File: src/rtl/instr_fetch_if.sv
// Instruction fetch bus bundle.
// Groups the instruction-memory req/ack port and the decode handoff port.
//   mem_req/mem_addr         : fetch request, driven by the fetch unit
//   mem_ack/mem_err/mem_rdata: memory response, qualified by mem_ack
//   instr/instr_pc/instr_valid: fetched word handed to decode
//   instr_ready              : decode accepts instr when high with instr_valid
// master = fetch unit side, slave = memory/decode side.
interface instr_fetch_if #(
  parameter int unsigned XLEN = 32
);
  logic            mem_req;
  logic [XLEN-1:0] mem_addr;
  logic            mem_ack;
  logic            mem_err;
  logic [XLEN-1:0] mem_rdata;
  logic [XLEN-1:0] instr;
  logic [XLEN-1:0] instr_pc;
  logic            instr_valid;
  logic            instr_ready;

  modport master (
    output mem_req, mem_addr, instr, instr_pc, instr_valid,
    input  mem_ack, mem_err, mem_rdata, instr_ready
  );

  modport slave (
    input  mem_req, mem_addr, instr, instr_pc, instr_valid,
    output mem_ack, mem_err, mem_rdata, instr_ready
  );
endinterface

File: src/rtl/instr_fetch.sv
// Instruction fetch stage.
// Latches the PC on start, performs one word fetch over the req/ack memory
// port, holds the instruction until decode accepts it, then pulses
// pc_advance for one cycle. Misaligned PCs, bus errors and timeouts are
// reported as faults instead of an instruction.
// Ports:
//   clk, rst            : clock, synchronous active-high reset
//   pc, start           : fetch address and fetch request (honoured in IDLE)
//   flush               : abandon fetch / drop held instruction / clear fault
//   bus                 : memory port and decode handoff (master side)
//   pc_advance          : one-cycle pulse after decode accepts instr
//   fault, fault_cause  : pending fault, 01 misaligned, 10 bus err, 11 timeout
//   fault_clear         : acknowledge fault, return to IDLE
module instr_fetch #(
  parameter int unsigned XLEN    = 32,
  parameter int unsigned TIMEOUT = 255
) (
  input  logic            clk,
  input  logic            rst,
  input  logic [XLEN-1:0] pc,
  input  logic            start,
  input  logic            flush,
  instr_fetch_if.master   bus,
  output logic            pc_advance,
  output logic            fault,
  output logic [1:0]      fault_cause,
  input  logic            fault_clear
);

  typedef enum logic [1:0] {S_IDLE, S_BUSY, S_DONE, S_FAULT} state_t;

  localparam logic [7:0] TMO_LAST = 8'(TIMEOUT - 1);

  state_t     state;
  logic [7:0] count;
  logic       discard;

  always_ff @(posedge clk) begin
    if (rst) begin
      state           <= S_IDLE;
      count           <= '0;
      discard         <= 1'b0;
      bus.mem_req     <= 1'b0;
      bus.mem_addr    <= '0;
      bus.instr       <= '0;
      bus.instr_pc    <= '0;
      bus.instr_valid <= 1'b0;
      pc_advance      <= 1'b0;
      fault           <= 1'b0;
      fault_cause     <= 2'b00;
    end else begin
      pc_advance <= 1'b0;
      case (state)
        S_IDLE: begin
          // A start coinciding with pc_advance sees a stale pc: ignore it.
          if (start && !pc_advance) begin
            bus.instr_pc <= pc;
            if (pc[1:0] != 2'b00) begin
              fault       <= 1'b1;
              fault_cause <= 2'b01;
              state       <= S_FAULT;
            end else begin
              bus.mem_addr <= pc;
              bus.mem_req  <= 1'b1;
              count        <= '0;
              state        <= S_BUSY;
            end
          end
        end

        S_BUSY: begin
          // A flush in the same cycle as the ack or timeout drops the result
          // just like an earlier flush would.
          if (bus.mem_ack) begin
            bus.mem_req <= 1'b0;
            if (discard || flush) begin
              discard <= 1'b0;
              state   <= S_IDLE;
            end else if (bus.mem_err) begin
              fault       <= 1'b1;
              fault_cause <= 2'b10;
              state       <= S_FAULT;
            end else begin
              bus.instr       <= bus.mem_rdata;
              bus.instr_valid <= 1'b1;
              state           <= S_DONE;
            end
          end else if (count == TMO_LAST) begin
            bus.mem_req <= 1'b0;
            if (discard || flush) begin
              discard <= 1'b0;
              state   <= S_IDLE;
            end else begin
              fault       <= 1'b1;
              fault_cause <= 2'b11;
              state       <= S_FAULT;
            end
          end else begin
            if (count != 8'hFF) count <= count + 8'd1;
            // Request stays up until acked; only the result is dropped.
            if (flush) discard <= 1'b1;
          end
        end

        S_DONE: begin
          if (flush) begin
            bus.instr_valid <= 1'b0;
            state           <= S_IDLE;
          end else if (bus.instr_ready) begin
            bus.instr_valid <= 1'b0;
            pc_advance      <= 1'b1;
            state           <= S_IDLE;
          end
        end

        S_FAULT: begin
          if (fault_clear || flush) begin
            fault       <= 1'b0;
            fault_cause <= 2'b00;
            state       <= S_IDLE;
          end
        end

        default: state <= S_IDLE;
      endcase
    end
  end

endmodule

File: src/flat_wrapper.sv
// flat-port wrapper written by rule: the top's interface ports become plain ports
module instr_fetch_flat 
#(
  parameter int unsigned XLEN    = 32,
  parameter int unsigned TIMEOUT = 255
)
  (clk, rst, pc, start, flush, pc_advance, fault, fault_cause, fault_clear, bus_mem_req, bus_mem_addr, bus_instr, bus_instr_pc, bus_instr_valid, bus_mem_ack, bus_mem_err, bus_mem_rdata, bus_instr_ready);
  instr_fetch_if #(.XLEN(XLEN)) bus_i ();
  input  logic clk;
  input  logic rst;
  input  logic [XLEN-1:0] pc;
  input  logic start;
  input  logic flush;
  output logic pc_advance;
  output logic fault;
  output logic [1:0] fault_cause;
  input  logic fault_clear;
  output wire logic [$bits(bus_i.mem_req)-1:0] bus_mem_req;
  output wire logic [$bits(bus_i.mem_addr)-1:0] bus_mem_addr;
  output wire logic [$bits(bus_i.instr)-1:0] bus_instr;
  output wire logic [$bits(bus_i.instr_pc)-1:0] bus_instr_pc;
  output wire logic [$bits(bus_i.instr_valid)-1:0] bus_instr_valid;
  input wire logic [$bits(bus_i.mem_ack)-1:0] bus_mem_ack;
  input wire logic [$bits(bus_i.mem_err)-1:0] bus_mem_err;
  input wire logic [$bits(bus_i.mem_rdata)-1:0] bus_mem_rdata;
  input wire logic [$bits(bus_i.instr_ready)-1:0] bus_instr_ready;
  assign bus_mem_req = bus_i.mem_req;
  assign bus_mem_addr = bus_i.mem_addr;
  assign bus_instr = bus_i.instr;
  assign bus_instr_pc = bus_i.instr_pc;
  assign bus_instr_valid = bus_i.instr_valid;
  assign bus_i.mem_ack = bus_mem_ack;
  assign bus_i.mem_err = bus_mem_err;
  assign bus_i.mem_rdata = bus_mem_rdata;
  assign bus_i.instr_ready = bus_instr_ready;
  instr_fetch #(.XLEN(XLEN), .TIMEOUT(TIMEOUT)) u_core (.clk(clk), .rst(rst), .pc(pc), .start(start), .flush(flush), .bus(bus_i), .pc_advance(pc_advance), .fault(fault), .fault_cause(fault_cause), .fault_clear(fault_clear));
endmodule
File: config.mk
export PLATFORM = sky130hd
export DESIGN_NAME = instr_fetch_flat
export DESIGN_NICKNAME = d
export VERILOG_FILES = /design/src/rtl/instr_fetch_if.sv /design/src/rtl/instr_fetch.sv /design/src/flat_wrapper.sv
export SDC_FILE = /design/constraint.sdc
export NUM_CORES = 1
export LEC_CHECK = 0
export CAP_MARGIN = 20
export CORE_AREA = 2 2 102 104
export CTS_BUF_LIST = sky130_fd_sc_hd__clkbuf_4 sky130_fd_sc_hd__clkbuf_8
export DETAILED_ROUTE_END_ITERATION = 8
export DIE_AREA = 0 0 104 106
export PLACE_DENSITY = 0.8
export SYNTH_ARGS = -nofsm -noshare
export SYNTH_HDL_FRONTEND = slang
export SYNTH_SLANG_ARGS = --single-unit
File: constraint.sdc
create_clock -name clk -period 2.6 [get_ports clk]
set_clock_uncertainty 0.15 [all_clocks]
set_input_delay 0.26 -clock clk [delete_from_list [all_inputs] [get_ports clk]]
set_output_delay 0.26 -clock clk [all_outputs]
set_load 0.05 [all_outputs]
### Yosys cells after proc, flatten, opt, wreduce, memory -nomap -nowiden

Index checks and enable logic that the tools add are counted.

* register bits after elaboration: 113
* input bits: 72
* output and inout port bits: 102
* logic and storage cells: 104

* add/sub/neg operators: 1
* equal/unequal tests: 18
* muxes and demuxes: 50
* bitwise gates (word level): 4
* reductions and logical operators: 20

Operators by type and width (number)
* 8-bit two-way mux: 5
* 2-bit two-way mux: 16
* 1-bit two-way mux: 23
* 8-bit case mux with 2 select lines: 1
* 2-bit != test (second input constant): 6
* 4-bit AND reduction: 3
* 8-bit by 1-bit adder with 8-bit output (second input constant): 1
* 8-bit == test (second input constant): 1
* 2-bit by 1-bit != test with 1-bit output (second input constant): 4
* 8-bit != test (second input constant): 1
* 2-bit case mux with 4 select lines: 1
* 7-bit AND reduction: 1
* 3-bit != test (second input constant): 2
* 2-bit case mux with 3 select lines: 1
* 6-bit AND reduction: 1
* 2-bit nonzero test: 3
* 3-bit nonzero test: 2
* 5-bit AND reduction: 1
* 2-bit == test (second input constant): 2
* 1-bit inverter: 4
* 1-bit case mux with 2 select lines: 2
* 2-bit AND reduction: 2
* 3-bit by 2-bit != test with 1-bit output (second input constant): 1
* 1-bit case mux with 3 select lines: 1
* other kinds (7): 8

### Longest topological paths before layout

Gate-level depths: netlist of run 1.

* depth in word-level cells: 5
* mapped depth: 8
* mapped depth without buffers: 6

### Worst setup path before layout of run 1

No wires, ideal clock.

* kind: register -> register
* start point: reg u_core.count[0]
* end point: reg u_core.count[1]
* setup time: 0.070 ns
* arrival: 1.700 ns
* data required time: 2.380 ns
* slack: 0.680 ns
* cell stages (with the launch flop): 7
* buffers on the path: 0
* clock period less this slack: 1.920 ns
* cells stage by stage: dfxtp_1 > inv_1 > ha_1 > o211a_2 > o41a_1 > or3_1 > a21oi_1

* longest elaborated chain between the ends: 5
* elaborated cells between the ends (all ways): 10
* classes of those cells: 1 x add/sub; 4 x eq/ne; 4 x mux; 1 x reduce/logical

RTL lines
* start, declared: RTL line instr_fetch.sv:35 `logic [7:0] count;`
* start signal, assigned: RTL line instr_fetch.sv:99 `if (count != 8'hFF) count <= count + 8'd1;`
* 8-bit by 1-bit adder with 8-bit output: RTL line instr_fetch.sv:99
* 8-bit two-way mux: RTL line instr_fetch.sv:99
* 8-bit two-way mux: RTL line instr_fetch.sv:88 `end else if (count == TMO_LAST) begin`
* 8-bit two-way mux: RTL line instr_fetch.sv:74 `if (bus.mem_ack) begin`
* 8-bit case mux with 2 select lines: RTL line instr_fetch.sv:53 `case (state)`

Parallel ways exist; a longest one is shown, timed or not. The select of a mux whose other input is x is not followed.
A chain may end at the register's enable or synchronous reset.

### Final worst setup path of run 1

* start point: reg u_core.count[0]
* end point: reg u_core.count[7]

Same word-level chain as after synthesis.

==> results.py, run 1 <==
metrics = {
    "outcome": {
        "status": "finished, final reports clean",
    },
    "power": {
        "power_uw": 4730,
        "vdd_drop_max_mv": 0.489,
        "intPower_uw": 3200,
        "clkPwrFrac": 0.350,
        "combPwrFrac": 0.248,
        "pwr-share-seq": 0.402,
        "p_sw_uw": 1540,
        "p_leak_uw": 0.00227,
        "switching_share": 0.325,
        "powerDensity_nw_per_um2": 731,
    },
    "clock_tree": {
        "cts_root_buf": "clkbuf_8",
        "cts.sinks": 113,
        "clk_pin_slew_ps": 60,
        "cts_tree": "done",
        "clk_latency_ps": 410,
        "cts_max_path_buffers": 2,
        "cts_made_buffers": 17,
        "cts_hold_buf": 0,
        "post-cts-setup-buffers": 0,
        "cts_resized": 0,
        "cts_max_level": 4,
    },
    "die": {
        "die_y_um": 106,
        "initial_core_util": 0.424,
        "io_pins": 174,
        "die_x_um": 104,
        "rows": 37,
        "core_area_um2": 10000,
        "dieArea_um2": 11000,
    },
    "timing": {
        "rsz0062_at_grt": "no",
        "min_period_ps": 2150,
        "min_period_over_period": 0.828,
        "fmax_mhz": 465,
        "fin_setup_tns_ps": 0,
        "setup_viol_count_final": 0,
        "worstMarginPinSlew_ps": 554,
        "slew_headroom": 0.626,
        "hold_viol": 0,
        "finalMaxSlewViolations": 0,
    },
    "synthesis": {
        "synth_top_area_share": 0.533,
        "syn_avg_cell_area_um2": 7.99,
        "ys_warn_count": 0,
        "async_flop_share": 0,
        "yosys_most_used_dff": "dfxtp_1",
        "synth_enable_flop_cells": 0,
        "synth_nets": 605,
        "synth.yosys.seq_area_share": 0.533,
        "synth_area_leader_cell": "dfxtp_1",
        "ys_seq_elements": 113,
        "synth_area_leaders": "dfxtp_1 (53%), nand2_1 (18%), a21oi_1 (13%)",
        "synth_cell_types": 40,
        "synth_cells": 531,
        "netlist_area_um2": 4240,
    },
    "global_route": {
        "gr-total-overflow": 0,
        "antenna_found_initial": 0,
        "grt_pass1_vias": 4003,
        "track_usage": 0.216,
        "grt_first_pass_wirelength_mm": 19.2,
        "grt_max_degree": 49,
    },
    "route": {
        "ant_nets": 0,
        "wirelength_mm": 12.3,
        "routedWlPerCell_um": 14.6,
        "drc_errors": 0,
        "dr.pass1.iters": 4,
        "vias": 4272,
        "drt_iter0_markers": 253,
        "via_per_inst": 5.04,
    },
    "job": {
        "drv_cap": 0,
    },
    "placed_design": {
        "portBuffers": 173,
        "post-dp-hpwl_mm": 8.66,
        "dp_cells": 816,
        "place_congestion": 0.887,
    },
    "setup_path": {
        "cp-startpoint": "u_core.count[0]",
        "crit_path_max_fanout": 5,
        "worst-endpoint-required_ps": 2750,
        "cp-start-kind": "flop",
        "end_kind": "flop",
        "criticalPathCategory": "flop to flop",
        "timing.rr.start": "u_core.count[0]",
        "critPathArrivalTime_ps": 2310,
    },
    "cells_and_area": {
        "fin_nets": 773,
        "final_cell_mix": "nand2_1 (198), clkdlybuf4s50_1 (172), dfxtp_1 (113)",
        "drive_gt1_frac": 0.0731,
        "antenna_cells": 0,
        "seq_area_um2": 2260,
        "final_common_cell": "nand2_1",
        "final_cells": 847,
        "multiInputGateArea_um2": 1810,
        "syn2layout_area_growth_pct": 52.6,
        "nFillCells": 827,
    },
    "min_path": {
        "hold_class": "input port to flop",
        "min_from": "rst",
    },
}
[cell families (layout without fill, tap and decap cells)]
logic type	count (synthesis)	count (layout)	share of synthesized area
buffers and inverters	39	219	0.0433
AOI/OAI and AO/OA	132	132	0.173
DFF	113	113	0.533
adders and majority gates	2	2	0.00590
and+or+nand+nor	243	243	0.239
muxes	2	2	0.00501
[critical path: stages, from the launching register on]
cell,delay (ps)
dfxtp_1,410
inv_1,100
ha_1,230
o211a_2,270
o41ai_1,530
a21oi_1,150
a21o_1,200
[sequential cells by signal, summed over array words and instances (netlist names)]
register	count
u_core.bus.instr	32
u_core.bus.instr_pc	32
u_core.bus.mem_addr	32
u_core.count	8
u_core.fault_cause	2
u_core.state	2
u_core.bus.instr_valid	1
u_core.bus.mem_req	1
u_core.discard	1
u_core.fault	1
u_core.pc_advance	1
[per-stage QoR]
stage / worst slack, ps / area [um^2] / utilization / hold WS (ps)
CTS: 447 / 6470 / 0.647 / 131
floorplan: 680 / 4240 / - / 246
global route: 294 / 6470 / 0.647 / 148
detailed placement: 348 / 6070 / 0.607 / 295
global placement: 403 / 6070 / 0.607 / 291
finish: 447 / 6470 / 0.647 / 162
[cell type report]
cell class	count	share of cell area
Sequential cell	113	0.349
Timing Repair Buffer	185	0.281
Multi-Input combinational cell	379	0.280
Clock buffer	17	0.0361
Tap cell	136	0.0263
Clock inverter	14	0.0255
Inverter	3	0.00174
[power by group through the flow]
stage	Combinational, uW	Clock (uW)	Sequential (uW)
finish	1170	1660	1900
global route	1240	1770	1920
CTS	1170	1690	1900
detailed placement	1170	0	1940
global placement	1140	0	1940
floorplan	382	0	2290
[per-layer routing]
layer	global-route usage	vias up	wire [um]
met5	0	-	0
met4	0.0792	0	297
met3	0.0582	27	644
met2	0.387	139	6360
met1	0.247	2008	5040
li1	-	2098	-
[cell usage after synthesis, types with 2 or more instances]
cell type,number
a311oi_2,2
clkbuf_1,26
buf_6,4
nor3b_1,2
o32ai_1,2
and3_1,2
o21ai_0,5
a21o_1,2
nand2b_1,4
nor2b_1,4
ha_1,2
nor3_1,7
nand2_1,198
a211oi_1,2
dfxtp_1,113
nand3_1,3
inv_1,3
buf_2,6
a21oi_1,108
nor2_1,14
or3_1,2
a31oi_1,2
[path summary, 6_finish.rpt]
kind / slack (ps) / to / cells after the start
worst max-delay path: 450 / u_core.count[7] / 6
worst min-delay path: 160 / u_core.count[6] / 2
worst max register to register: 450 / u_core.count[7] / 6
worst min register to register: 300 / u_core.bus.instr[4] / 2
No activity file was read; power rests on OpenSTA's default activity.
==> run 2: changes to the inputs <==
Clock period 2.6 ns to 2.2 ns, I/O delays scaled along.
==> run 2 against run 1 <==
Against the previous run:
- global-route usage up 1.3 points
- core utilization up 1.3 points
- flip-flop and latch count unchanged
==> results.py, run 2 (same netlist as run 1, synthesis figures left out) <==
metrics = {
    "clock_tree": {
        "clk_pin_slew_ps": 70,
        "cts.sinks": 113,
        "cts_resized": 0,
        "cts_max_level": 4,
        "cts_max_path_buffers": 2,
        "cts_root_buf": "clkbuf_8",
        "cts_hold_buf": 0,
        "cts_tree": "done",
        "cts_made_buffers": 17,
        "clk_latency_ps": 420,
        "post-cts-setup-buffers": 0,
    },
    "die": {
        "rows": 37,
        "io_pins": 174,
        "die_y_um": 106,
        "die_x_um": 104,
        "core_area_um2": 10000,
        "dieArea_um2": 11000,
        "initial_core_util": 0.424,
    },
    "timing": {
        "slew_headroom": 0.622,
        "whs_ps": 19.2,
        "hold_viol": 0,
        "rsz0062_at_grt": "no",
        "finalMaxSlewViolations": 0,
        "setup_viol_count_final": 0,
        "worstMarginPinSlew_ps": 566,
        "min_period_over_period": 0.930,
        "fmax_mhz": 489,
        "worst_slack_ps": 153,
        "fin_setup_tns_ps": 0,
        "min_period_ps": 2050,
    },
    "route": {
        "via_per_inst": 5.14,
        "routedWlPerCell_um": 15.0,
        "top_layer_used": "met4",
        "wl_met3_um": 626,
        "met2_length_mm": 6.60,
        "drc_errors": 0,
        "vias": 4384,
        "dr.pass1.iters": 7,
        "wirelength_mm": 12.8,
        "ant_nets": 0,
        "drt_iter0_markers": 287,
        "wl_met1_mm": 5.03,
    },
    "cells_and_area": {
        "seq_area_um2": 2260,
        "final_common_cell": "nand2_1",
        "multiInputGateArea_um2": 1810,
        "nFillCells": 816,
        "final_cells": 853,
        "antenna_cells": 0,
        "drive_gt1_frac": 0.0809,
        "final_area_um2": 6610,
        "fin_nets": 778,
        "final_cell_mix": "nand2_1 (198), clkdlybuf4s50_1 (172), dfxtp_1 (113)",
        "syn2layout_area_growth_pct": 55.7,
        "reg_top3": "u_core.bus.instr (32), u_core.bus.instr_pc (32), u_core.bus.mem_addr (32)",
    },
    "global_route": {
        "grt_max_degree": 52,
        "antenna_found_initial": 0,
        "grt_first_pass_wirelength_mm": 20.2,
        "track_usage": 0.229,
        "grt_pass1_vias": 4247,
        "gr-total-overflow": 0,
    },
    "placed_design": {
        "place_congestion": 0.895,
        "pre_cts_slack_ps": 39.9,
        "post-dp-hpwl_mm": 8.96,
        "portBuffers": 173,
        "dp_cells": 821,
        "dpl-instance-area_um2": 6150,
    },
    "setup_path": {
        "reg2regPathDepth": 6,
        "end_kind": "flop",
        "critPathArrivalTime_ps": 2270,
        "timing.rr.start": "u_core.count[0]",
        "cp-start-kind": "flop",
        "regToRegEndpoint": "u_core.count[7]",
        "worst-endpoint-required_ps": 2420,
        "r2r_slack_ps": 150,
        "criticalPathCategory": "flop to flop",
        "crit_path_max_fanout": 5,
    },
    "min_path": {
        "whs_path_depth": 2,
        "min_from": "rst",
        "hold_class": "input port to flop",
        "min_to": "u_core.state[0]",
    },
    "power": {
        "vdd_drop_max_mv": 0.439,
        "p_leak_uw": 0.00233,
        "powerDensity_nw_per_um2": 892,
    },
    "outcome": {
        "status": "finished, final reports clean",
    },
    "job": {
        "drv_cap": 0,
    },
}
-- run 2: layer usage --
metal / track usage / vias to the layer above
met5: 0 / -
met4: 0.130 / 0
met3: 0.0540 / 42
met2: 0.403 / 178
met1: 0.253 / 2052
li1: - / 2112
-- run 2: worst max-delay path by stage --
stage | start | end | cells after the start
final | u_core.count[0] | u_core.count[7] | 6
after global routing | u_core.count[0] | u_core.count[7] | 6
after CTS | u_core.pc_advance | pc_advance | 1
after detailed placement | start | u_core.count[1] | 6
after global placement | start | u_core.count[1] | 6
after floorplan | u_core.count[0] | u_core.count[1] | 6
-- run 2: cell type report --
class	count	share of cell area
Tap cell	136	0.0258
Timing Repair Buffer	190	0.287
Clock buffer	18	0.0366
Inverter	3	0.00170
Multi-Input combinational cell	379	0.274
Clock inverter	14	0.0324
Sequential cell	113	0.342
-- run 2: power breakdown --
part           switching [uW]  internal (uW)
logic                     911            509
registers                71.1           2180
clock network             861           1360
-- run 2: metrics by stage --
step | utilization | total power (uW)
after floorplan | - | 3150
after global placement | 0.615 | 3660
after detailed placement | 0.615 | 3700
after CTS | 0.661 | 5920
after global routing | 0.661 | 6110
final | 0.661 | 5890
-- run 2: critical path, cell delays in order, from the launching register on --
cell	delay, ps
dfxtp_1	390
inv_1	80
ha_1	230
o211a_2	260
or4_4	530
nor4_1	260
a21o_1	110
